<file path="src/rtl/uart_rx_ctrl.sv">
// MiniUART receive sequencer: baud-tick divider for rx_unit, one-shot capture/ack FSM,
// and a first-word-fall-through byte FIFO with sticky overrun and interrupt.
module uart_rx_ctrl #(
  parameter int DIV_W      = 16,
  parameter int DEPTH_LOG2 = 2
) (
  input  logic                  clk,
  input  logic                  rst_n,
  input  logic                  cfg_en,
  input  logic [DIV_W-1:0]      cfg_div,
  input  logic                  cfg_irq_en,
  output logic                  rx_en,
  input  logic [7:0]            rx_data,
  input  logic                  rx_rs,
  output logic                  rx_over_read,
  input  logic                  rd_en,
  output logic [7:0]            rd_data,
  output logic                  rd_valid,
  output logic [DEPTH_LOG2:0]   fifo_cnt,
  output logic                  ovr,
  input  logic                  ovr_clr,
  output logic                  irq
);

  localparam int                  DEPTH     = 1 << DEPTH_LOG2;
  localparam logic [DEPTH_LOG2:0] DEPTH_CNT = (DEPTH_LOG2+1)'(DEPTH);

  typedef enum logic [1:0] {IDLE, ACK, WAIT_CLR} state_e;

  // ---------------- sample-tick divider ----------------
  logic [DIV_W-1:0] div_cnt_q, div_cnt_d;
  logic             rx_en_q, rx_en_d;

  // >= rather than == so a shrinking cfg_div ticks at once instead of wrapping
  always_comb begin
    div_cnt_d = '0;
    rx_en_d   = 1'b0;
    if (cfg_en) begin
      if (div_cnt_q >= cfg_div) rx_en_d = 1'b1;
      else                      div_cnt_d = div_cnt_q + 1'b1;
    end
  end

  always_ff @(posedge clk) begin
    if (!rst_n) begin
      div_cnt_q <= '0;
      rx_en_q   <= 1'b0;
    end else begin
      div_cnt_q <= div_cnt_d;
      rx_en_q   <= rx_en_d;
    end
  end

  // ---------------- capture FSM ----------------
  state_e state_q, state_d;
  logic   cap;

  always_comb begin
    state_d = state_q;
    cap     = 1'b0;
    case (state_q)
      IDLE: begin
        if (rx_rs) begin
          cap     = 1'b1;
          state_d = ACK;
        end
      end
      ACK:      state_d = WAIT_CLR;
      WAIT_CLR: if (!rx_rs) state_d = IDLE;
      default:  state_d = IDLE;
    endcase
  end

  always_ff @(posedge clk) begin
    if (!rst_n) state_q <= IDLE;
    else        state_q <= state_d;
  end

  // ---------------- FIFO ----------------
  logic [7:0]            mem_q [DEPTH];
  logic [DEPTH_LOG2-1:0] wptr_q, wptr_d, rptr_q, rptr_d;
  logic [DEPTH_LOG2:0]   cnt_q, cnt_d;
  logic [7:0]            head_q, head_d;
  logic                  ovr_q, ovr_d;
  logic                  full, push, pop, drop;

  assign full = (cnt_q == DEPTH_CNT);
  assign pop  = rd_en & (cnt_q != '0);
  assign push = cap & (~full | pop);
  assign drop = cap & full & ~pop;

  always_comb begin
    wptr_d = push ? wptr_q + 1'b1 : wptr_q;
    rptr_d = pop  ? rptr_q + 1'b1 : rptr_q;
    cnt_d  = cnt_q;
    case ({push, pop})
      2'b10:   cnt_d = cnt_q + 1'b1;
      2'b01:   cnt_d = cnt_q - 1'b1;
      default: cnt_d = cnt_q;
    endcase
    // Registered head: the byte being written this edge bypasses the array
    head_d = head_q;
    if (cnt_d != '0)
      head_d = (push && (rptr_d == wptr_q)) ? rx_data : mem_q[rptr_d];
    ovr_d = drop | (ovr_q & ~ovr_clr);
  end

  always_ff @(posedge clk) begin
    if (push) mem_q[wptr_q] <= rx_data;
  end

  always_ff @(posedge clk) begin
    if (!rst_n) begin
      wptr_q <= '0;
      rptr_q <= '0;
      cnt_q  <= '0;
      head_q <= '0;
      ovr_q  <= 1'b0;
    end else begin
      wptr_q <= wptr_d;
      rptr_q <= rptr_d;
      cnt_q  <= cnt_d;
      head_q <= head_d;
      ovr_q  <= ovr_d;
    end
  end

  assign rx_en        = rx_en_q;
  assign rx_over_read = (state_q == ACK);
  assign rd_data      = head_q;
  assign rd_valid     = (cnt_q != '0);
  assign fifo_cnt     = cnt_q;
  assign ovr          = ovr_q;
  assign irq          = cfg_irq_en & (rd_valid | ovr_q);

endmodule
</file>
<file path="config.mk">
export PLATFORM = sky130hd
export DESIGN_NAME = uart_rx_ctrl
export DESIGN_NICKNAME = d
export VERILOG_FILES = /design/src/rtl/uart_rx_ctrl.sv
export SDC_FILE = /design/constraint.sdc
export NUM_CORES = 1
export LEC_CHECK = 0
export BUFFER_PORTS_ARGS = -buffer_cell sky130_fd_sc_hd__buf_2
export CAP_MARGIN = 20
export CORE_MARGIN = 10
export CORE_UTILIZATION = 40
export CTS_BUF_LIST = sky130_fd_sc_hd__clkbuf_4 sky130_fd_sc_hd__clkbuf_8 sky130_fd_sc_hd__clkbuf_16
export DETAILED_ROUTE_END_ITERATION = 6
export GPL_TIMING_DRIVEN = 0
export PLACE_DENSITY = 0.61
export RECOVER_POWER = 100
export SYNTH_ARGS = -nofsm -noshare
export SYNTH_HDL_FRONTEND = slang
export SYNTH_SLANG_ARGS = --single-unit
</file>
<file path="constraint.sdc">
create_clock -name clk -period 3.25 [get_ports clk]
set_input_delay 0.65 -clock clk [delete_from_list [all_inputs] [get_ports clk]]
set_output_delay 0.65 -clock clk [all_outputs]
set_load 0.02 [all_outputs]
</file>
# Word level (Yosys, flattened, before mapping)
# Memory sizes are Yosys's and may differ from the RTL's. A register that Yosys moved wholly into a read port is not among the register bits.
# Index checks and enable logic that the tools add are counted.
[word_totals]
regBits = 27
ramBits = 32
in_bits = 31
output_inout_bits = 16
memories = 1
[memory_table]
columns = ["name", "words", "word_bits", "rd", "rd_ports_with_merged_regs", "write_ports", "line_no", "rtl"]
rows = [
  ["mem_q", 4, 8, 1, 1, 1, "80", "logic [7:0] mem_q [DEPTH];"],
]
[op_classes]
add_sub_neg = 5
magnitude_cmp = 1
eq_ne = 7
muxes = 10
bitwise = 14
n_reduce_logical = 7
[op_table]
columns = ["cell", "n"]
rows = [
  ["$add 16x1->16 const B", 1],
  ["$ge 16x16->1", 1],
  ["$and 1x1->1", 6],
  ["$mux 2", 3],
  ["$pmux 2 s3", 1],
  ["$pmux 3 s2", 1],
  ["$reduce_bool 3->1", 2],
  ["$mux 1", 5],
  ["$not 1->1", 5],
  ["$add 2x1->2 const B", 2],
  ["$eq 2x1->1 const B", 2],
  ["$eq 2x2->1 const B", 2],
  ["$ne 2x2->1 const B", 2],
  ["$reduce_and 2->1", 2],
  ["$add 3x1->3 const B", 1],
  ["$eq 3x3->1 const B", 1],
  ["$or 1x1->1", 3],
  ["$reduce_or 3->1", 1],
  ["$sub 3x1->3 const B", 1],
  ["$logic_not 2->1", 1],
  ["$logic_not 1->1", 1],
]

# Longest topological paths before layout
[logic_depth]
depth_word = 7
ltp_mapped = 11
depth_no_buf = 8

# Least setup slack after synthesis
# No wires, ideal clock.
[synth_path]
path_type = "reg-to-reg"
start = "register cnt_q[1], in the netlist fifo_cnt[1]"
end = "register head_q[2], in the netlist rd_data[2] (read register of mem_q)"
arrival_time_ns = 2.853
required_time_ns = 3.133
path_slack_ns = 0.280
stages_incl_launch_ff = 11
path_buffers = 2
synth_period_minus_slack_ns = 2.970
path_cell_list = "dfxtp_1 buf_2 or3_1 clkbuf_1 and3_1 fa_1 nand2b_1 a2111oi_2 a211oi_2 a21boi_0 a22o_1"
[synth_via]
elab_chain_cells = 7
word_cells_on_any_way = 13
cone_classes = "add/sub: 2; eq/ne: 3; mux: 2; bitwise: 4; reduce/logical: 2"
[synth_rtl]
columns = ["item", "line_no", "rtl"]
rows = [
  ["start, declared", "82", "logic [DEPTH_LOG2:0] cnt_q, cnt_d;"],
  ["start signal, assigned", "122", "cnt_q <= cnt_d;"],
  ["$reduce_bool 3->1 (*)", "n/a", ""],
  ["net rd_valid", "18", "output logic rd_valid,"],
  ["$and 1x1->1 (*)", "88", "assign pop = rd_en & (cnt_q != '0);"],
  ["$or 1x1->1", "89", "assign push = cap & (~full | pop);"],
  ["$and 1x1->1", "89", ""],
  ["$eq 2x1->1 / $eq 2x2->1 (equally long branches)", "96", "case ({push, pop})"],
  ["$pmux 3 s2", "96", ""],
  ["$reduce_bool 3->1", "103", "if (cnt_d != '0)"],
  ["end, declared", "83", "logic [7:0] head_q, head_d;"],
]
# Mark *: on every way through the listed nets, which the timed path passes. The rest lies on a longest branch.
# A chain may end at the register's enable or synchronous reset.

# Final worst setup path
[layout_path]
start = "register cnt_q[1], in the netlist fifo_cnt[1]"
end = "register head_q[2], in the netlist rd_data[2] (read register of mem_q)"
[layout_via]
elab_chain_cells = 7
word_cells_on_any_way = 13
cone_classes = "add/sub: 2; eq/ne: 3; mux: 2; bitwise: 4; reduce/logical: 2"
[layout_rtl]
columns = ["item", "line_no"]
rows = [
  ["$reduce_bool 3->1 / $eq 3x3->1 (equally long branches)", "88, 87"],
  ["$and 1x1->1 / $not 1->1 (equally long branches)", "88, 89"],
  ["$or 1x1->1", "89"],
  ["$and 1x1->1", "89"],
  ["$eq 2x1->1 / $eq 2x2->1 (equally long branches)", "96"],
  ["$pmux 3 s2", "96"],
  ["$reduce_bool 3->1", "103"],
]
# Parallel ways exist; a longest one is shown, timed or not.

==> results.toml <==
[floorplan]
start_util = 0.408
core_area_um2 = 9200
boundaryPins = 47
fp.dieH_um = 117
total_die_area_um2 = 13700
number_of_placement_rows = 35
fp.dieW_um = 117

[worst_hold_path]
hold_start = "rd_data[5]"
hold_path.class = "reg2reg"
worstHoldPathCells = 1

[final_layout]
area.growth.synth_to_final_pct = 15.2
layout_common_cells = "sky130_fd_sc_hd__clkbuf_1 (38), sky130_fd_sc_hd__dfxtp_1 (35), sky130_fd_sc_hd__nand2_1 (34)"
layoutNonFillerInstCount = 554
final_common_cell = "sky130_fd_sc_hd__clkbuf_1"
finalNetCount = 491
multi_input_comb_area_um2 = 1890
filler_cell_count = 900
antennaDiodeCount = 0
layout.area.seq_um2 = 1660
final_layout_size_suffix_gt1_frac = 0.117
post-route-util = 0.471

[synth]
yosys_most_used_dff = "sky130_fd_sc_hd__dfxtp_1"
number_of_instances_in_the_synthesized_netlist = 382
synthDistinctLibCells = 56
synth_edf_count = 32
yosysSeqAreaShare = 0.442
ys_seq_elements = 67
synth.net_count = 435
synthTopCellsByArea = "sky130_fd_sc_hd__edfxtp_1 (26%), sky130_fd_sc_hd__dfxtp_1 (19%), sky130_fd_sc_hd__ha_1 (7.0%)"
async_flop_share = 0
synth.yosys.warnings = 0
synth.top_cell.area_share = 0.256
synth_largest_area_cell = "sky130_fd_sc_hd__edfxtp_1"
syn-cell-area_um2 = 3760
syn_avg_cell_area_um2 = 9.83

[power_and_ir_drop]
pwr_density_cell_nw_per_um2 = 540
p_sw_frac = 0.300
clock_power_share = 0.354
power.share.combinational = 0.229
static-leakage-power_uw = 0.00171
max_vdd_drop_v = 0.000270
seq_power_share = 0.417
internal_pwr_total_uw = 1630
psw_uw = 701

[place]
dp.final_hpwl_um = 6320
worst_setup_slack_post_dpl_ns = -0.0936
place_congestion = 0.840
numPlacedInstances = 538
io_buffers = 45

[setup_path]
regToRegStartpoint = "fifo_cnt[1]"
arrival_ns = 3.31
end_kind = "flop"
critical_path_start_type = "flop"
reg2reg_slack_ns = 0.22
setup.worst_path.class = "reg2reg"
reg2regPathDepth = 10
worstPathRequired_ns = 3.53
crit_path_max_fanout = 9
critPathLaunch = "fifo_cnt[1]"

[global_route]
grt_first_pass_wirelength_um = 14500
globalRoute.totalOverflow = 0
grt_start_max_net_pins = 14
grt_antenna_before_repair = 0
number_of_global_route_vias_before_repair = 3070
grt.total_usage = 0.135

[route]
postRouteAntennaNets = 0
drt-wirelength-per-cell_um = 16.0
vias_per_cell = 5.48
drt-pass1-iter-count = 4
route.detailed.drc = 0
vias = 3037
drt_wl_total_um = 8890
initialDrtViolationCount = 129

[sta]
final_hold_viol_count = 0
timing.fmax_mhz = 330
hold_ws_ns = 0.470
postLayoutSetupSlackWorst_ns = 0.222
setup_violations = 0
max-slew-margin-rel = 0.328
finalClockSkew_ns = 0.00628
tns_ns = 0
rsz0062_at_grt = "false"
slew_viol_final = 0
final_min_period_over_clock_period = 0.932
worst_slew_pin_slew_ns = 1.01
period_minus_slack_ns = 3.03

[clocking]
tritoncts = "yes"
cts.root.buffer_cell = "sky130_fd_sc_hd__clkbuf_8"
post_cts_clock_slew_at_the_launch_and_capture_registers_of_the_worst_setup_and_hold_paths_ns = 0.08
cts-root-to-sink-buffers = 2
cts-htree-levels = 3
ctsHoldBuffers = 0
tritoncts_num_sinks = 67
cts_made_buffers = 9
clk-insertion-delay-late_ns = 0.34

[run_status]
status = "finished clean"

[flow_run]
drv.max_cap_violation_count = 0
## routing by layer
layer / vias up / global-route usage / share of wire / routed length [um]
met5: - / 0 / 0 / 0
met4: 0 / 0.0502 / 0.0030 / 27
met3: 4 / 0.0387 / 0.060 / 535
met2: 84 / 0.238 / 0.50 / 4440
met1: 1451 / 0.151 / 0.44 / 3890
li1: 1498 / - / - / -
## worst max-delay path: stages (launching register included)
cell	delay, ns
sky130_fd_sc_hd__dfxtp_1	0.34
sky130_fd_sc_hd__buf_2	0.18
sky130_fd_sc_hd__or3_1	0.35
sky130_fd_sc_hd__clkbuf_1	0.16
sky130_fd_sc_hd__and3_1	0.21
sky130_fd_sc_hd__fa_1	0.55
sky130_fd_sc_hd__nand2b_1	0.20
sky130_fd_sc_hd__nor2_1	0.11
sky130_fd_sc_hd__a211oi_4	0.51
sky130_fd_sc_hd__a21boi_0	0.23
sky130_fd_sc_hd__a22o_1	0.14
## Yosys cell counts (9+ instances only)
cell / number
sky130_fd_sc_hd__a31oi_1: 10
sky130_fd_sc_hd__edfxtp_1: 32
sky130_fd_sc_hd__clkbuf_1: 11
sky130_fd_sc_hd__nand2_1: 34
sky130_fd_sc_hd__nand3_1: 12
sky130_fd_sc_hd__dfxtp_1: 35
sky130_fd_sc_hd__ha_1: 21
sky130_fd_sc_hd__inv_1: 23
sky130_fd_sc_hd__and2_1: 22
sky130_fd_sc_hd__nand2b_1: 9
sky130_fd_sc_hd__xnor2_1: 10
sky130_fd_sc_hd__a211oi_1: 15
sky130_fd_sc_hd__nor2_1: 32
sky130_fd_sc_hd__xor2_1: 9
## through the flow
stage / power, uW / cell area, um^2
4_1_cts: 2360 / 4360
3_3_place_gp: 1530 / 4120
6_report: 2340 / 4330
3_5_place_dp: 1540 / 4120
5_1_grt: 2460 / 4330
2_1_floorplan: 1380 / 3760
## power groups by stage
stage	combinational [uW]	sequential (uW)	clock [uW]
final	534	975	827
after CTS	545	975	843
after detailed placement	543	994	0
after floorplan	354	1020	0
after global placement	534	991	0
after global routing	591	982	886
## layout make-up
cell class	instances	area share
multi-input combinational	269	0.436
inverter	23	0.0199
clock buffer	10	0.0344
sequential	67	0.384
buffer	23	0.0275
tap	111	0.0321
clock inverter	6	0.0220
timing repair buffer	45	0.0445
## sequential cells by signal (all words and copies together), names as in the netlist, 2 cells and up
name,count
mem_q,32
rd_data,8
div_cnt_q,16
fifo_cnt,3
state_q,2
wptr_q,2
rptr_q,2
## path summary, 6_finish.rpt
path,end
worst max register to register,rd_data[2]
worst max-delay path,rd_data[2]
worst min register to register,rd_data[5]
worst min-delay path,rd_data[5]
## repair_timing
item	4_1_cts	5_1_grt
gates resized for setup	0	3
endpoints found under the setup margin	0	8
buffers inserted	0	0
## cells by family (layout without fill, tap and decap cells)
| kind of cell | after synthesis | in the layout | synth area share |
|---|---|---|---|
| adders and majority gates | 22 | 22 | 0.0753 |
| xor gates and xnor gates | 19 | 19 | 0.0443 |
| AOI/OAI and AO/OA | 86 | 86 | 0.186 |
| DFF | 67 | 67 | 0.442 |
| buffers and inverters | 46 | 107 | 0.0550 |
| and+or+nand+nor | 142 | 142 | 0.198 |
Note: power is estimated with default switching activity, not from simulation.
